<file path="config.mk">
export PLATFORM = sky130hd
export DESIGN_NAME = fft_peak_detect
export DESIGN_NICKNAME = d
export VERILOG_FILES = /design/src/rtl/fft_peak_detect.sv
export SDC_FILE = /design/constraint.sdc
export NUM_CORES = 2
export LEC_CHECK = 0
export CORE_MARGIN = 2
export CORE_UTILIZATION = 36
export DETAILED_ROUTE_END_ITERATION = 8
export GPL_TIMING_DRIVEN = 0
export PLACE_DENSITY_LB_ADDON = 0.2
export SLEW_MARGIN = 20
export SYNTH_ARGS = -nofsm -noshare
export SYNTH_HDL_FRONTEND = slang
export SYNTH_SLANG_ARGS = --single-unit
</file>
<file path="constraint.sdc">
create_clock -name clk -period 4.9 [get_ports clk]
set_input_delay 0.49 -clock clk [delete_from_list [all_inputs] [get_ports clk]]
set_output_delay 0.49 -clock clk [all_outputs]
set_load 0.01 [all_outputs]
</file>
<file path="src/rtl/fft_peak_detect.sv">
// fft_peak_detect: per-bin power stream from fft_256 output plus per-frame
// peak bin/power search with early-sop framing error detection.
module fft_peak_detect #(
  parameter int N       = 256,
  parameter int DW      = 16,
  parameter int IDXW    = 8,
  parameter bit SKIP_DC = 1'b0
) (
  input  logic                 clk,
  input  logic                 rst_n,
  input  logic                 valid_in,
  input  logic                 sop_in,
  input  logic signed [DW-1:0] x_re,
  input  logic signed [DW-1:0] x_im,
  output logic                 pwr_valid,
  output logic                 pwr_sop,
  output logic [2*DW-1:0]      pwr,
  output logic                 peak_valid,
  output logic [IDXW-1:0]      peak_idx,
  output logic [2*DW-1:0]      peak_pwr,
  output logic                 frame_err
);
  localparam logic [0:0] IDLE = 1'b0;
  localparam logic [0:0] ACC  = 1'b1;
  localparam logic [IDXW-1:0] LAST = IDXW'(N - 1);
  logic                   v1_q, s1_q, v2_q, s2_q;
  logic signed [2*DW-1:0] re_w, im_w, rr_q, ii_q;
  logic [2*DW-1:0]        pwr_q, max_q, max_d, ppwr_q, ppwr_d, nmax;
  logic [0:0]             st_q, st_d;
  logic [IDXW-1:0]        cnt_q, cnt_d, midx_q, midx_d, pidx_q, pidx_d, nidx;
  logic                   pv_q, pv_d, fe_q, fe_d, gt;
  assign re_w = (2*DW)'(x_re);
  assign im_w = (2*DW)'(x_im);
  // Both squares are non-negative, so the sum is taken unsigned to hold 2^31.
  always_ff @(posedge clk or negedge rst_n) begin
    if (!rst_n) begin
      v1_q  <= 1'b0;
      s1_q  <= 1'b0;
      v2_q  <= 1'b0;
      s2_q  <= 1'b0;
      rr_q  <= '0;
      ii_q  <= '0;
      pwr_q <= '0;
    end else begin
      v1_q  <= valid_in;
      s1_q  <= valid_in & sop_in;
      v2_q  <= v1_q;
      s2_q  <= s1_q;
      rr_q  <= re_w * re_w;
      ii_q  <= im_w * im_w;
      pwr_q <= $unsigned(rr_q) + $unsigned(ii_q);
    end
  end
  assign gt   = pwr_q > max_q;
  assign nmax = gt ? pwr_q : max_q;
  assign nidx = gt ? cnt_q : midx_q;
  always_comb begin
    st_d   = st_q;
    cnt_d  = cnt_q;
    max_d  = max_q;
    midx_d = midx_q;
    pidx_d = pidx_q;
    ppwr_d = ppwr_q;
    pv_d   = 1'b0;
    fe_d   = 1'b0;
    if (v2_q && s2_q) begin
      fe_d   = st_q == ACC;
      st_d   = ACC;
      cnt_d  = IDXW'(1);
      max_d  = SKIP_DC ? '0 : pwr_q;
      midx_d = '0;
    end else if (v2_q && st_q == ACC) begin
      cnt_d  = cnt_q + 1'b1;
      max_d  = nmax;
      midx_d = nidx;
      if (cnt_q == LAST) begin
        pidx_d = nidx;
        ppwr_d = nmax;
        pv_d   = 1'b1;
        st_d   = IDLE;
      end
    end
  end
  always_ff @(posedge clk or negedge rst_n) begin
    if (!rst_n) begin
      st_q   <= IDLE;
      cnt_q  <= '0;
      max_q  <= '0;
      midx_q <= '0;
      pidx_q <= '0;
      ppwr_q <= '0;
      pv_q   <= 1'b0;
      fe_q   <= 1'b0;
    end else begin
      st_q   <= st_d;
      cnt_q  <= cnt_d;
      max_q  <= max_d;
      midx_q <= midx_d;
      pidx_q <= pidx_d;
      ppwr_q <= ppwr_d;
      pv_q   <= pv_d;
      fe_q   <= fe_d;
    end
  end
  assign pwr_valid  = v2_q;
  assign pwr_sop    = s2_q;
  assign pwr        = pwr_q;
  assign peak_valid = pv_q;
  assign peak_idx   = pidx_q;
  assign peak_pwr   = ppwr_q;
  assign frame_err  = fe_q;
endmodule

</file>
==> impl_metrics.prom <==
# TYPE chip_impl_metric gauge
chip_impl_info{name="status",value="finished with violations"} 1
chip_impl_info{name="violations_in_the_final_reports",value="negative setup slack"} 1
chip_impl_metric{name="cts.sink_count",unit=""} 189
chip_impl_metric{name="worst_setup_hold_path_clk_slew",unit="ns"} 0.09
chip_impl_metric{name="place_hpwl",unit="um"} 52800
chip_impl_metric{name="timing.max_cap.violations",unit=""} 0
chip_impl_metric{name="max_freq",unit="MHz"} 173
chip_impl_info{name="netlist.top_cell.by_area",value="fa_1"} 1
chip_impl_metric{name="drive_above_1_share",unit="%"} 19.4
chip_impl_metric{name="grt-ovfl-total",unit=""} 0
chip_impl_metric{name="detail_route.iter0.violations",unit=""} 848
chip_impl_metric{name="final_worst_path_cycle_share",unit="%"} 118
chip_impl_metric{name="floorplan.die_area",unit="um^2"} 74700
chip_impl_metric{name="drt-vias-per-instance",unit=""} 4.82
chip_impl_metric{name="detail_route.first_pass.iterations",unit=""} 7
chip_impl_info{name="cts_tree",value="done"} 1
chip_impl_metric{name="ys_ff_latch",unit=""} 189
chip_impl_metric{name="cts.path.max_buffers",unit=""} 2
chip_impl_metric{name="die_width",unit="um"} 273
chip_impl_metric{name="synthesis.area",unit="um^2"} 26100
chip_impl_metric{name="worst-endpoint-required",unit="ns"} 5.23
chip_impl_metric{name="arrival_time_reported_for_the_critical_path_endpoint",unit="ns"} 6.10
chip_impl_metric{name="initial_core_util",unit="%"} 36.4
chip_impl_metric{name="report.final.setup_viol",unit=""} 34
chip_impl_metric{name="detail-route-antenna-nets",unit=""} 0
chip_impl_metric{name="avgRoutedWirePerCell",unit="um"} 16.7
chip_impl_metric{name="final.hold.worst_slack",unit="ns"} 0.0346
chip_impl_metric{name="insertion_delay",unit="ns"} 0.46
chip_impl_metric{name="ios",unit=""} 112
chip_impl_metric{name="grt_start_max_net_pins",unit=""} 99
chip_impl_metric{name="total_global_routing_track_utilization",unit="%"} 18.2
chip_impl_metric{name="postSynthCellCount",unit=""} 2677
chip_impl_metric{name="io_buffer_count",unit=""} 109
chip_impl_metric{name="detailroute.via_count",unit=""} 18858
chip_impl_metric{name="core",unit="um^2"} 71700
chip_impl_metric{name="synth_cell_types",unit=""} 72
chip_impl_metric{name="ys_seq_area_share",unit="%"} 18.1
chip_impl_metric{name="yosysWarningCount",unit=""} 0
chip_impl_metric{name="hold_violation_total_from_the_final_report",unit=""} 0
chip_impl_info{name="yosys_most_used_dff",value="dfrtp_1"} 1
chip_impl_metric{name="final_gp_congestion",unit=""} 0.885
chip_impl_metric{name="finalClockSkew",unit="ns"} 0.0232
chip_impl_info{name="timing.hold.worst.class",value="input port to asynchronous set/reset pin"} 1
chip_impl_metric{name="worst-path-max-fanout",unit=""} 4
chip_impl_metric{name="syn_area_per_cell",unit="um^2"} 9.76
chip_impl_info{name="end_kind",value="register"} 1
chip_impl_metric{name="initial_antenna_violation_count",unit=""} 1
chip_impl_metric{name="core.rowCount",unit=""} 98
chip_impl_info{name="worst-setup-path-type",value="input port to register"} 1
chip_impl_metric{name="synth_nets",unit=""} 3423
chip_impl_metric{name="grt_pass1_wl",unit="um"} 107000
chip_impl_metric{name="relSlewSlack",unit="%"} 43.9
chip_impl_metric{name="worst_pin_slew",unit="ns"} 0.841
chip_impl_metric{name="synthToLayoutAreaGrowth",unit="%"} 24.2
chip_impl_info{name="startpoint_type",value="input port"} 1
chip_impl_metric{name="totalWireLength",unit="um"} 65500
chip_impl_metric{name="timing.final.max_slew_violations",unit=""} 0
chip_impl_metric{name="synth_enable_flop_cells",unit=""} 0
chip_impl_metric{name="synth_top_area_share",unit="%"} 35.9
chip_impl_metric{name="setup_tns",unit="ns"} -17.17
chip_impl_metric{name="cts_made_buffers",unit=""} 17
chip_impl_metric{name="chipHeight",unit="um"} 273
chip_impl_metric{name="ff_to_ff_path_depth",unit=""} 9
chip_impl_metric{name="layout_min_cycle_time",unit="ns"} 5.77
chip_impl_metric{name="final_nets",unit=""} 3697
chip_impl_info{name="ctsRootBufferMaster",value="clkbuf_16"} 1
chip_impl_metric{name="setup_ws",unit="ns"} -0.870
chip_impl_info{name="synth.area.top_cells",value="fa_1 (36%), dfrtp_1 (18%), ha_1 (12%), inv_1 (10%), nand2_1 (3.2%)"} 1
chip_impl_metric{name="htree_num_levels",unit=""} 4
chip_impl_metric{name="first_global_vias",unit=""} 20722
chip_impl_info{name="grt_setup_unrepaired",value="true"} 1
chip_impl_metric{name="synth_async_sr_flop_share",unit="%"} 100
chip_impl_metric{name="route.detailed.drc",unit=""} 0
cells in the mapped netlist, types with 21 or more instances:
library cell / number
mux2i_1: 36
nand2_1: 220
xor2_1: 23
mux2_2: 27
inv_1: 700
and2_1: 73
nor2_1: 111
fa_1: 468
nand3_1: 21
o21ai_0: 75
a21o_1: 36
nor3_1: 21
xnor2_1: 87
ha_1: 242
clkbuf_1: 60
a21oi_1: 74
dfrtp_1: 189
placed cells by master, fill, tap and decap left out, types with 25 or more instances in the layout:
cell type        netlist  final
inv_1                700    644
o21ai_0               75     62
fa_1                 468    430
xnor2_1               87     83
buf_6                  0     32
buf_4                  1    112
dfrtp_1              189    189
clkbuf_16              0     36
nand2_1              220    182
a21o_1                36     36
a21oi_1               74     58
inv_2                  0     48
and2_1                73     56
nand2_2                0     25
mux2_2                27     27
clkdlybuf4s50_1        0     78
ha_1                 242    209
nor2_1               111    100
ha_4                   0     28
mux2i_1               36     36
fa_2                   0     38
routing by layer:
metal | up-vias | track usage (%) | wire length [um]
met4 | 2 | 4.52 | 1500
met3 | 80 | 2.54 | 2830
met5 | - | 0 | 18
met2 | 342 | 30.6 | 31700
li1 | 8718 | - | -
met1 | 9716 | 24.7 | 29500
cell type report:
type                    instances  area (um^2)
multi-input cells            1717        19800
well taps                     950         1190
repair buffers                256         2550
flip-flops and latches        189         4730
fillers                      6800        39300
inverters                     702         2680
clock inverters                14          190
plain buffers                  68          911
diodes                          1         2.50
clock buffers                  18          439
kinds of logic after synthesis:
| kind of cell | count (synthesis) | synth area share, % |
|---|---|---|
| and+or+nand+nor | 527 | 9.30 |
| muxes | 69 | 2.80 |
| xor gates and xnor gates | 110 | 3.69 |
| AOI/OAI and AO/OA | 301 | 7.55 |
| DFF | 189 | 18.1 |
| adders and majority gates | 710 | 47.4 |
| buffers and inverters | 771 | 11.1 |
path summary, 6_finish.rpt:
| path | startpoint | to | slack, ns |
|---|---|---|---|
| max reg2reg | pwr[31] | peak_pwr[30] | 0.77 |
| min | rst_n | s1_q | 0.03 |
| min reg2reg | v1_q | pwr_valid | 0.37 |
| max | x_re[1] | rr_q[26] | -0.87 |
| max in group asynchronous | rst_n | pwr[24] | 3.88 |
| min in group clk | x_re[0] | rr_q[0] | 0.25 |
sequential cells by signal (all words and copies together), names as in the netlist, 8 cells and up:
signal / count
cnt_q: 8
ii_q: 31
max_q: 32
midx_q: 8
peak_idx: 8
peak_pwr: 32
pwr: 32
rr_q: 31
worst max-delay path: stages:
cell	delay (ns)
buf_6	0.08
buf_8	0.10
clkbuf_16	0.14
nand2_2	0.06
fa_1	0.58
fa_2	0.47
fa_1	0.49
inv_1	0.05
fa_1	0.49
fa_1	0.55
inv_1	0.05
fa_2	0.56
inv_2	0.05
ha_4	0.28
inv_4	0.05
or2_4	0.23
o41ai_4	0.38
a31oi_4	0.20
o31ai_4	0.30
a31oi_4	0.17
nor2b_4	0.16
xnor2_2	0.13
stage by stage:
| step | setup slack (ns) | instances | utilization, % | instance area (um^2) |
|---|---|---|---|---|
| floorplan | -0.901 | 2677 | - | 26800 |
| global placement | -4.58 | 3736 | 40.6 | 29100 |
| detailed placement | -2.60 | 3737 | 40.7 | 29200 |
| CTS | -0.922 | 3863 | 44.0 | 31500 |
| global route | -0.986 | 3914 | 45.3 | 32500 |
| finish | -0.870 | 3915 | 45.3 | 32500 |
repair_timing:
action / in CTS / in global routing
endpoints found under the setup margin: 46 / 38
pin swaps: 148 / 158
buffers inserted: 93 / 50
gates cloned: 2 / 3
resized for setup: 370 / 159
hold buffers: 0 / 0
Power is left out: the tool's default activity adds up to more than one toggle a clock period on the data nets, which glitch-free logic cannot reach.
==> RTL edit 1, RTL diff (same flow settings) <==
The parameter `IDXW` goes from 8 to 9.
--- a/src/rtl/fft_peak_detect.sv
+++ b/src/rtl/fft_peak_detect.sv
@@ -4,5 +4,5 @@
   parameter int N       = 256,
   parameter int DW      = 16,
-  parameter int IDXW    = 8,
+  parameter int IDXW    = 9,
   parameter bit SKIP_DC = 1'b0
 ) (
Interface: changed (resized peak_idx); port bits go from 112 to 113. No check against the original RTL was run, so the function may have changed too.
==> RTL edit 1 against the original RTL <==
The flow still finishes with violations (setup timing). Worst setup slack better by 0.23 ns. Synthesized area grew 0.61%. Wire length is 2.0% lower. Final area grew 0.39%. Utilization is 0.36 points lower. Sequential cell count rose by 3. Final cell count down 0.49%. Largest cell class unchanged.
Power is left out: the tool's default activity adds up to more than one toggle a clock period on the data nets, which glitch-free logic cannot reach.
==> RTL edit 1: results (changes against the original RTL) <==
* Outcome: complete, but fails checks
* Failing checks: setup timing
* Wire per inst at 16.5 µm (-1.5%)
* Reg-to-reg critical path startpoint: pwr[18]
* Hold bufs inserted after CTS at 1 (+1)
* CP max-delay cell: fa_2
* All-Layer GR Usage at 17.7% (-0.49 points)
* CP arrival at 5.87 ns (-0.23 ns)
* Post-CTS Setup Repair Bufs at 92 (-1.1%)
* Pin count of the biggest net entering global routing at 96 (-3.0%)
* Buffers on Ports at 109 (unchanged)
* Register area share after synthesis at 18.3% (+0.18 points)
* Worst min path class: primary input to flip-flop
* Worst setup margin at -0.645 ns (+0.225 ns)
* Crit path capture: rr_q[28]
* Vias in the first global route at 20200 (-2.7%)
* GR Layer Usage met1 at 23.2% (-1.4 points)
* Layout Nets at 3675 (-0.60%)
* RR Endpoint: peak_pwr[26]
* Post-synth top cells: inv_1 (662), fa_1 (472), ha_1 (243)
* Met2 Use GR at 31.0% (+0.37 points)
* Final setup viols at 36 (+5.9%)
* Share of layout cells above drive strength 1 at 20.4% (+1.1 points)
* Synthesized Nets at 3396 (-0.79%)
* CP max stage delay at 0.61 ns (+0.03 ns)
* Resize count post-CTS at 341 (-7.8%)
* M3 GR Usage at 2.22% (-0.32 points)
* GPL Wtd Cong at 0.875 (-1.2%)
* Worst Max-Slew Pin Slew at 0.643 ns (-0.198 ns)
* R2R Setup Slk at 1.69 ns (+0.92 ns)
* Layout filler cell count at 7011 (+3.1%)
* Setup TNS Final at -11.17 ns (+6.01 ns)
* Crit path launch: x_re[4]
* Distinct cell type count after synthesis at 64 (-11%)
* First-pass GRT wire length at 104 mm (-2.3%)
* Via count at 18400 (-2.3%)
* Max Clock Skew at 0.0193 ns (-0.00392 ns)
* Reg2Reg Depth at 11 (+2)
* Worst skew pair latency at 0.45 ns
* H-tree Lvls at 4 (unchanged)
* Iter 0 DRT Violations at 688 (-19%)
* Detail Placement HPWL at 52.4 mm (-0.80%)
* Worst-path clk slew at 0.07 ns (-0.02 ns)
* 1st-pass router iterations at 4 (-3)
* CP top delay family: adder cells
* Largest cells by area after synthesis: fa_1 (36%), dfrtp_1 (18%), ha_1 (12%), inv_1 (9.5%), nand2_1 (3.2%)
* Initial antenna violation count at 3 (+2)
* N_diodes at 0 (-1)
* Critical Path Fanout Max at 8 (+4)
RTL edit 1: cell count changes after synthesis, moves of 10 or more:
| cell | change |
|---|---|
| mux2_4 | +30 |
| mux2_2 | -24 |
| o21ai_0 | +16 |
| inv_1 | -38 |
| a22o_1 | +11 |
| nor2_1 | -10 |
RTL edit 1: cells by family (layout without fill, tap and decap cells):
kind of cell / count (synthesis) / after routing / synth area share (%)
xor+xnor: 111 / 111 / 3.70
flops: 192 / 192 / 18.3
simple gates: 527 / 527 / 9.31
compound gates: 295 / 295 / 7.13
buf+inv: 729 / 1021 / 10.6
mux: 76 / 76 / 3.48
fa+ha+maj: 715 / 715 / 47.5
RTL edit 1: layout make-up:
class | count | area, µm² | share of cell area, %
multi-input cells | 1724 | 20100 | 61.5
flip-flops and latches | 192 | 4800 | 14.7
inverters | 662 | 2520 | 7.74
repair buffers | 262 | 2510 | 7.69
well taps | 959 | 1200 | 3.68
plain buffers | 65 | 920 | 2.82
clock buffers | 21 | 440 | 1.35
clock inverters | 11 | 145 | 0.445
RTL edit 1: metrics by stage:
stage	util (%)	setup slack, ns	cells	cell area [µm²]	hold WS (ns)
2_1_floorplan	-	-0.730	2645	27200	0.194
3_3_place_gp	40.6	-4.58	3713	29500	0.342
3_5_place_dp	40.7	-2.34	3715	29500	0.276
4_1_cts	43.5	-0.752	3839	31600	0.336
5_1_grt	44.9	-0.741	3896	32600	0.253
6_report	44.9	-0.645	3896	32600	0.286
RTL edit 1: layer usage:
metal / part of all wire [%] / vias to the layer above
met1: 44 / 9443
li1: - / 8644
met5: 0 / -
met4: 2.0 / 0
met3: 3.2 / 57
met2: 51 / 273
==> RTL edit 2, RTL diff (config.mk and constraints unchanged) <==
Made on the original files. Put one more register stage on the output `peak_pwr`. The value now appears one clock later. The other outputs are not delayed to match.
--- a/src/rtl/fft_peak_detect.sv
+++ b/src/rtl/fft_peak_detect.sv
@@ -108,5 +108,7 @@
   assign peak_valid = pv_q;
   assign peak_idx   = pidx_q;
-  assign peak_pwr   = ppwr_q;
+  always_ff @(posedge clk) begin
+    peak_pwr <= ppwr_q;
+  end
   assign frame_err  = fe_q;
 endmodule
Behaviour: no difference found for any inputs over 4 cycles, from zero or initial values and one cycle with rst_n low; that may be too few to reach the edited logic, so the function may still have changed.
==> RTL edit 2 against the original RTL <==
The run still ends with setup timing left. Sequential share of layout area up 1.5 points. Synthesized area up 3.3%. Worst setup slack better by 0.12 ns. Wire length up 0.22%. Utilization down 0.42 points. Final area up 2.6%. Sequential cell count up 32. Die area up 3.3%. Critical endpoint is now rr_q[28].
Power is left out: the tool's default activity adds up to more than one toggle a clock period on the data nets, which glitch-free logic cannot reach.
==> RTL edit 2: results (changes against the original RTL) <==
* Worst Max-Slew Pin Slew at 0.692 ns (-0.149 ns)
* Worst min path class: primary input to flip-flop
* Placed cells at 3807 (+1.9%)
* Resize count post-CTS at 353 (-4.6%)
* Gate Count Post-Synth at 2727 (+1.9%)
* GR Layer Usage met1 at 22.4% (-2.2 points)
* Max Clock Skew at 0.0229 ns (-0.000245 ns)
* Via count at 18700 (-0.78%)
* Layout Nets at 3739 (+1.1%)
* All-Layer GR Usage at 17.5% (-0.70 points)
* Wire per inst at 16.5 µm (-1.4%)
* Routed wire length at 65.7 mm (+0.22%)
* Register area share after synthesis at 19.9% (+1.8 points)
* Post-CTS Setup Repair Bufs at 89 (-4.3%)
* Failing checks: setup timing
* First-pass GRT wire length at 108 mm (+0.95%)
* Largest cells by area after synthesis: fa_1 (35%), dfrtp_1 (18%), ha_1 (11%), inv_1 (9.7%), nand2_1 (3.1%)
* H-tree Lvls at 1 (-3)
* Final setup viols at 31 (-8.8%)
* Crit path launch: x_re[8]
* Share of synthesized registers carrying an async set or reset at 85.5% (-14 points)
* M3 GR Usage at 2.00% (-0.54 points)
* Share of layout cells above drive strength 1 at 17.8% (-1.5 points)
* Vias in the first global route at 21000 (+1.2%)
* R2R Setup Slk at 1.42 ns (+0.65 ns)
* Hold bufs inserted after CTS at 1 (+1)
* 1st-pass router iterations at 5 (-2)
* Worst setup margin at -0.750 ns (+0.120 ns)
* GPL Wtd Cong at 0.859 (-3.0%)
* CP arrival at 6.09 ns (about the same)
* Worst-path clk slew at 0.07 ns (-0.02 ns)
* Distinct cell type count after synthesis at 62 (-14%)
* Critical Path Fanout Max at 8 (+4)
* Outcome: complete, but fails checks
* Met2 Use GR at 31.7% (+1.1 points)
* N_diodes at 0 (-1)
* Setup TNS Final at -14.37 ns (+2.80 ns)
## RTL edit 2: cell types whose count changed after synthesis, sizes merged, moves of 6 or more
cell | before | now
dfxtp | 0 | 32
nor2 | 111 | 122
o311ai | 8 | 1
a21o | 36 | 49
nand2b | 18 | 12
a31oi | 14 | 5
xor2 | 23 | 33
o21ai | 80 | 67
nor3 | 22 | 16
o22ai | 5 | 11
## RTL edit 2: worst paths after layout
path	depth (start not counted)	endpoint
hold reg to reg	0	pwr_valid
setup reg to reg	13	max_q[29]
hold / removal	1	ii_q[0]
setup / recovery	22	rr_q[28]
max in group asynchronous	3	pwr[18]
min in group asynchronous	2	midx_q[7]
## RTL edit 2: cells by family (layout without fill, tap and decap cells)
family	Yosys count	after routing	share of synthesized area, %
AND/OR/NAND/NOR	540	540	9.24
AO/OA/AOI/OAI	289	289	6.84
flip-flops	221	221	19.9
multiplexers	72	72	3.24
buffers and inverters	772	1056	10.9
XOR/XNOR	123	123	3.99
adder cells (fa/ha/maj)	710	710	45.9
## RTL edit 2: routing by layer
metal / share of wire [%] / up-vias
met2: 51 / 281
met4: 1.7 / 0
li1: - / 8829
met5: 0 / -
met1: 44 / 9536
met3: 3.4 / 65
## RTL edit 2: area by class of cell
class	count	area (µm²)
flip-flops and latches	221	5370
well taps	969	1210
repair buffers	241	2340
multi-input cells	1734	19900
clock inverters	8	129
plain buffers	70	967
inverters	701	2670
fillers	7149	41000
clock buffers	36	697
## RTL edit 2: metrics by stage
stage	setup slack, ns	instance area [µm²]
floorplan	-0.901	27700
global placement	-4.26	30000
CTS	-0.928	32500
detailed placement	-2.52	30000
finish	-0.750	33300
global route	-0.951	33300
